**config.mk**
```make
export PLATFORM = sky130hd
export DESIGN_NAME = lsu_mstage
export DESIGN_NICKNAME = d
export VERILOG_FILES = /design/src/rtl/lsu_mstage.sv
export SDC_FILE = /design/constraint.sdc
export NUM_CORES = 1
export LEC_CHECK = 0
export ABC_AREA = 0
export CAP_MARGIN = 40
export CORE_MARGIN = 5
export CORE_UTILIZATION = 44
export CTS_CLUSTER_DIAMETER = 150
export CTS_CLUSTER_SIZE = 24
export DETAILED_ROUTE_END_ITERATION = 7
export GPL_TIMING_DRIVEN = 0
export HOLD_SLACK_MARGIN = 0.05
export PLACE_DENSITY = 0.87
export SYNTH_ARGS = -nofsm -noshare
export SYNTH_HDL_FRONTEND = slang
export SYNTH_SLANG_ARGS = --single-unit
```
**constraint.sdc**
```tcl
create_clock -name clk -period 2.15 [get_ports clk]
set_input_delay 0.43 -clock clk [delete_from_list [all_inputs] [get_ports clk]]
set_output_delay 0.43 -clock clk [all_outputs]
set_load 0.005 [all_outputs]
```
**src/rtl/lsu_mstage.sv**
```systemverilog
// lsu_mstage: memory-stage load/store unit.
// Accepts one memory op at a time from the execute stage, drives a
// req/gnt/rvalid data-memory port, and returns aligned, sign/zero-extended
// load data as a one-cycle register-file writeback.
//
// Ports:
//   clk, rst_n          clock, asynchronous active-low reset
//   x_valid/x_load/x_funct3/x_addr/x_wdata/x_rd   op from execute stage
//   ready               idle and able to accept (low stalls the issuer)
//   misalign            one-cycle pulse when an op is rejected
//   dmem_req/we/be/addr/wdata   memory request, held until dmem_gnt
//   dmem_gnt/rvalid/rdata       memory handshake and read data
//   wb_v/wb_rd/wb_data  register writeback, wb_v is a one-cycle pulse
module lsu_mstage #(
  parameter int unsigned XLEN = 32
) (
  input  logic            clk,
  input  logic            rst_n,
  input  logic            x_valid,
  input  logic            x_load,
  input  logic [2:0]      x_funct3,
  input  logic [XLEN-1:0] x_addr,
  input  logic [XLEN-1:0] x_wdata,
  input  logic [4:0]      x_rd,
  output logic            ready,
  output logic            misalign,
  output logic            dmem_req,
  output logic            dmem_we,
  output logic [3:0]      dmem_be,
  output logic [XLEN-1:0] dmem_addr,
  output logic [XLEN-1:0] dmem_wdata,
  input  logic            dmem_gnt,
  input  logic            dmem_rvalid,
  input  logic [XLEN-1:0] dmem_rdata,
  output logic            wb_v,
  output logic [4:0]      wb_rd,
  output logic [XLEN-1:0] wb_data
);

  typedef enum logic [1:0] {IDLE, REQ, WAIT} state_t;

  state_t          state, state_nx;
  logic            accept, illegal, unaligned, go, reject;
  logic [3:0]      be_nx;
  logic [XLEN-1:0] wdata_nx;
  logic [XLEN-1:0] shifted, load_ext;
  logic [2:0]      f3_q;
  logic [1:0]      off_q;
  logic [4:0]      rd_q;
  logic            wb_fire;

  assign ready    = (state == IDLE);
  // Request is decoded from state so an asynchronous reset removes it at once.
  assign dmem_req = (state == REQ);

  always_comb begin
    accept    = x_valid & ready;
    illegal   = (x_funct3 == 3'b011) | (x_funct3[2:1] == 2'b11) |
                (~x_load & x_funct3[2]);
    unaligned = ((x_funct3[1:0] == 2'b01) & x_addr[0]) |
                ((x_funct3[1:0] == 2'b10) & (x_addr[1:0] != 2'b00));
    go        = accept & ~illegal & ~unaligned;
    reject    = accept & (illegal | unaligned);
  end

  // Loads always read the full word; lane selection happens on return.
  always_comb begin
    be_nx    = 4'b1111;
    wdata_nx = x_wdata;
    if (!x_load) begin
      unique case (x_funct3[1:0])
        2'b00: begin
          be_nx    = 4'b0001 << x_addr[1:0];
          wdata_nx = {4{x_wdata[7:0]}};
        end
        2'b01: begin
          be_nx    = 4'b0011 << x_addr[1:0];
          wdata_nx = {2{x_wdata[15:0]}};
        end
        default: begin
          be_nx    = 4'b1111;
          wdata_nx = x_wdata;
        end
      endcase
    end
  end

  always_comb begin
    shifted  = dmem_rdata >> {off_q, 3'b000};
    load_ext = shifted;
    unique case (f3_q)
      3'b000:  load_ext = {{24{shifted[7]}},  shifted[7:0]};
      3'b001:  load_ext = {{16{shifted[15]}}, shifted[15:0]};
      3'b100:  load_ext = {24'b0, shifted[7:0]};
      3'b101:  load_ext = {16'b0, shifted[15:0]};
      default: load_ext = shifted;
    endcase
  end

  always_comb begin
    state_nx = state;
    unique case (state)
      IDLE:    if (go) state_nx = REQ;
      REQ:     if (dmem_gnt) state_nx = dmem_we ? IDLE : WAIT;
      WAIT:    if (dmem_rvalid) state_nx = IDLE;
      default: state_nx = IDLE;
    endcase
  end

  assign wb_fire = (state == WAIT) & dmem_rvalid & (rd_q != 5'd0);

  always_ff @(posedge clk or negedge rst_n) begin
    if (!rst_n) state <= IDLE;
    else        state <= state_nx;
  end

  always_ff @(posedge clk or negedge rst_n) begin
    if (!rst_n) begin
      misalign   <= 1'b0;
      dmem_we    <= 1'b0;
      dmem_be    <= '0;
      dmem_addr  <= '0;
      dmem_wdata <= '0;
      f3_q       <= '0;
      off_q      <= '0;
      rd_q       <= '0;
      wb_v       <= 1'b0;
      wb_rd      <= '0;
      wb_data    <= '0;
    end else begin
      misalign <= reject;
      wb_v     <= wb_fire;
      if (go) begin
        dmem_we    <= ~x_load;
        dmem_be    <= be_nx;
        dmem_addr  <= {x_addr[XLEN-1:2], 2'b00};
        dmem_wdata <= wdata_nx;
        f3_q       <= x_funct3;
        off_q      <= x_addr[1:0];
        rd_q       <= x_rd;
      end
      // rd = 0 loads leave the writeback registers untouched.
      if (wb_fire) begin
        wb_rd   <= rd_q;
        wb_data <= load_ext;
      end
    end
  end

endmodule

```
# == Word-level counts from Yosys, hierarchy flattened ==
# Index checks and enable logic that the tools add are counted.
# W data, S select, Z words.
# word_totals
ff_bits,118
wordCells,59
output_inout_bits,110
# op_classes
n_mux,10
shifts,3
bitwise,16
reduce_logical,6
n_eq_ne,12
# ops
operator,count
$pmux W32 S4,1
$pmux W32 S2,1
$mux W32,1
$shr A32 B5 Y32,1
$and A1 B1 Y1,9
$mux W2,4
$pmux W4 S2,1
$eq A2 B2 Y1 const B,3
$eq A3 B3 Y1 const B,2
$pmux W2 S3,1
$reduce_bool A5 Y1,1
$eq A2 B1 Y1 const B,2
$logic_not A2 Y1,2
$mux W4,1
$ne A2 B1 Y1 const B,2
$or A1 B1 Y1,4
$shl A1 B2 Y4 const A,1
$shl A2 B2 Y4 const A,1
$eq A3 B1 Y1 const B,1
$eq A3 B2 Y1 const B,1
$logic_not A3 Y1,1
$not A1 Y1,3
$reduce_and A3 Y1,1
$ne A2 B2 Y1 const B,1
$reduce_bool A2 Y1,1

# == Depth between registers and ports, before layout ==
# Gate-level depths: netlist of run 1.
# depth
word_depth,8
ltp_mapped,7

# == Least setup slack after synthesis of run 1 ==
# No wires, ideal clock.
# synth_path
kind,input to register
startpoint,input x_funct3[0]
endpoint,register dmem_be[0]
setup_slack_ps,234
stages,7
path_buffers,3
setup_ps,125
arrival_ps,1792
path_cell_list,clkbuf_1 > nor4_1 > a21oi_2 > nor2_2 > buf_6 > buf_6 > mux2_2
# synth_between
elab_chain_cells,6
word_cells_on_any_way,15
classes_between,eq/ne (3); mux (2); bitwise (9); reduce/logical (1)
# synth_lines
item,line_no,rtl
"start, declared",21,"input logic [2:0] x_funct3,"
$eq A3 B2 Y1,58,illegal = (x_funct3 == 3'b011) | (x_funct3[2:1] == 2'b11) |
$or A1 B1 Y1 (2 in series),58,
$not A1 Y1,62,go = accept & ~illegal & ~unaligned;
$and A1 B1 Y1 (2 in series),62,
"end signal, assigned",135,dmem_be <= be_nx;
"end, declared",29,"output logic [3:0] dmem_be,"
# Parallel ways exist; a longest one is shown, timed or not.
# A chain may end at the register's enable or synchronous reset.

# == Final worst setup path of run 1 ==
# layout_path
startpoint,register state[0]
endpoint,output dmem_req
# layout_between
elab_chain_cells,1
# layout_lines
item,line_no,rtl
"start, declared",42,"state_t state, state_nx;"
"start signal, assigned",114,else state <= state_nx;
$eq A2 B1 Y1,54,assign dmem_req = (state == REQ);
"end, declared",27,"output logic dmem_req,"
# No other way between the ends.

==> results.yml, run 1 <==
detailed_routing:
  wirelength_mm: 16.4
  dr.pass1.iters: 4
  drc: 0
  post_drt_via_cell_ratio: 5.15
  routedWlPerCell_um: 19.3
  drtIter0Drc: 279
  dr_total_vias: 4384
  ant_nets: 0
critical_path:
  worstSetupStartpoint: "state[0]"
  ff2ff_setup_slack_ns: 0.15
  endpoint_kind: "primary output"
  reg2reg_to: "wb_data[12]"
  path_class: "flop to primary output"
  crit_fanout: 4
  cp-start-kind: "flop"
  worstPathRequired_ns: 1.72
  critPathCapture: "dmem_req"
  cp.arrival_ns: 1.58
  rr_startpoint: "off_q[1]"
  reg2regPathDepth: 4
power_and_ir_drop:
  p_leak_nw: 3.58
  power.density_mw_per_mm2: 1230
  power.total_mw: 10.5
  netSwitchingPower_mw: 2.86
  combPwrFrac_pct: 36.9
  p_int_mw: 7.61
  ir_drop_uv: 793
  netSwitchingFraction_pct: 27.3
  clockPowerShare_pct: 28.4
  pwr-share-seq_pct: 34.7
clocking:
  clkSinkCount: 118
  cts_buffers: 17
  path_clk_slew_ns: 0.05
  cts_buffer_depth: 2
  cts_root_buf: "clkbuf_16"
  h-tree-depth: 4
  clk_latency_ns: 0.41
  tritoncts: "built"
timing:
  worst_slew_pin_slew_ns: 0.729
  finalCritPeriodShare_pct: 93.7
  setup_viol: 0
  setup_ws_ns: 0.136
  final.min_clock_period_ns: 2.01
  drv_slew: 0
  rsz0062_at_grt: "false"
  setup_tns_ns: 0
  final_hold_viol_count: 0
  worst_hold_slack_ns: 0.491
  max-slew-margin-rel_pct: 51.1
  fin_skew_ns: 0.00666
  timing.fmax_mhz: 497
global_routing:
  grt_max_degree: 79
  groute.usage.overall_pct: 22.9
  gr-max-usage-layer: "met2"
  met1_usage_pct: 26.2
  grt_pass1_vias: 4903
  met3_usage_pct: 10.3
  use_met2_pct: 37.0
  overflow: 0
  grt_pass1_wl_mm: 25.9
  antenna_found_initial: 1
floorplan:
  die_h_um: 121
  ios: 220
  start_util_pct: 45.1
  core_sq_mm: 0.0121
  die_x_um: 121
  dieArea_sq_mm: 0.0147
  rows: 40
yosys:
  ys.flop_type: "dfrtp_1"
  synth_common_cells: "dfrtp_1 (118), mux2_2 (89), nor2_1 (30), a21oi_1 (25), mux2i_1 (25)"
  synthesis.area_sq_mm: 0.00546
  yosys_warnings: 0
  syn_area_per_cell_sq_um: 12.6
  synthArstFlopShare_pct: 100
  synthTopCellsByArea: "dfrtp_1 (54%), mux2_2 (18%), mux2i_1 (4.6%)"
  synth_edf_count: 0
  synth_largest_area_cell: "dfrtp_1"
  seq_area_frac_synth_pct: 54.1
  synth_cell_types: 42
  synth.most_common_cell: "dfrtp_1"
  yosysTopAreaCellShare_pct: 54.1
  ys_seq_elements: 118
  netlist_instances: 433
placed_design:
  place_ws_ns: -0.385
  port_buffers: 216
  gp_congestion: 0.898
  dpl.hpwl_mm: 12.3
run_status:
  status: "finished, final reports clean"
final_layout:
  area_growth_syn_to_layout_pct: 55.8
  layout.nets: 780
  final_util_pct: 70.2
  drive_gt1_share_pct: 22.5
run:
  max_cap_viol_count: 0
hold_path:
  hold_path.class: "flop to flop"
## worst min path at each step
stage,start,to,slack (ns),cells after the start
2_1_floorplan,rst_n,dmem_addr[10],0.13,0
3_3_place_gp,wb_rd[3],wb_rd[3],0.47,2
3_5_place_dp,rst_n,wb_v,0.37,1
4_1_cts,dmem_wdata[25],dmem_wdata[25],0.49,1
5_1_grt,dmem_wdata[23],dmem_wdata[23],0.52,1
6_report,dmem_wdata[25],dmem_wdata[25],0.49,1
## layout by cell type (no fill, tap or decap), types with 5 or more instances in the layout
| master | count |
|---|---|
| a211oi_1 | 7 |
| a21oi_1 | 25 |
| and2_1 | 10 |
| buf_2 | 8 |
| buf_4 | 5 |
| buf_6 | 8 |
| clkbuf_1 | 11 |
| clkbuf_16 | 17 |
| clkdlybuf4s50_1 | 214 |
| dfrtp_1 | 118 |
| mux2_2 | 89 |
| mux2i_1 | 25 |
| nand2_1 | 24 |
| nor2_1 | 30 |
| nor2b_1 | 9 |
| o21ai_0 | 9 |
| o22a_1 | 16 |
| o2bb2ai_1 | 5 |
## flip-flops by register name (all words and copies together), names as in the netlist, 2 cells and up
register,count
dmem_wdata,32
wb_data,32
dmem_addr,30
rd_q,5
wb_rd,5
dmem_be,4
f3_q,3
off_q,2
state,2
## worst max-delay path, cell delays in order, from the launching register on
cell and delay, ns:
dfrtp_1 0.37, nor2b_1 0.25, clkdlybuf4s50_1 0.56
## area by class of cell
type,instances,area (sq um)
sequential,118,2950
fill,875,3600
antenna,1,2.50
clock inverter,9,148
tap,168,210
clock buffer,23,478
inverter,5,21.3
timing repair buffer,218,2200
buffer,28,186
multi-input combinational,282,2300
## per-layer routing
metal / wire (um) / up-vias
met1: 6360 / 2143
met5: 0 / -
li1: - / 2008
met2: 7950 / 206
met4: 361 / 0
met3: 1750 / 27
## cell families (layout without fill, tap and decap cells)
kind of cell / count (synthesis) / after routing / synth area share (%)
buffers and inverters: 34 / 283 / 3.87
other: 1 / 3 / 0.0687
DFF: 118 / 118 / 54.1
AOI/OAI and AO/OA: 72 / 72 / 9.33
and+or+nand+nor: 86 / 86 / 7.56
muxes: 122 / 122 / 25.1
## per-stage QoR
| step | instance area [sq um] | cells |
|---|---|---|
| floorplan | 5460 | 434 |
| global placement | 7840 | 818 |
| detailed placement | 7860 | 819 |
| CTS | 8500 | 852 |
| global route | 8510 | 852 |
| finish | 8510 | 852 |
## what timing repair did
item | in CTS | in global routing
gates resized for setup | 0 | 2
setup endpoints to repair | 0 | 41
endpoints found under the hold margin | 40 | 0
setup buffers | 0 | 0
hold buffers | 1 | 0
## power by group through the flow
stage / registers (mW) / clock network (mW) / logic, mW
5_1_grt: 3.74 / 3.15 / 4.16
3_3_place_gp: 3.59 / 0 / 3.79
6_report: 3.63 / 2.97 / 3.86
3_5_place_dp: 3.65 / 0 / 3.89
2_1_floorplan: 3.64 / 0 / 1.48
4_1_cts: 3.63 / 3.04 / 3.91
(Power assumes the default switching activity.)
==> run 2, diff against run 1 <==
- ABC_AREA: 0 -> default
- HOLD_SLACK_MARGIN: 0.05 -> default
==> results of run 2 <==
Same layout as run 1: the final DEF is identical, and so are final timing and power.
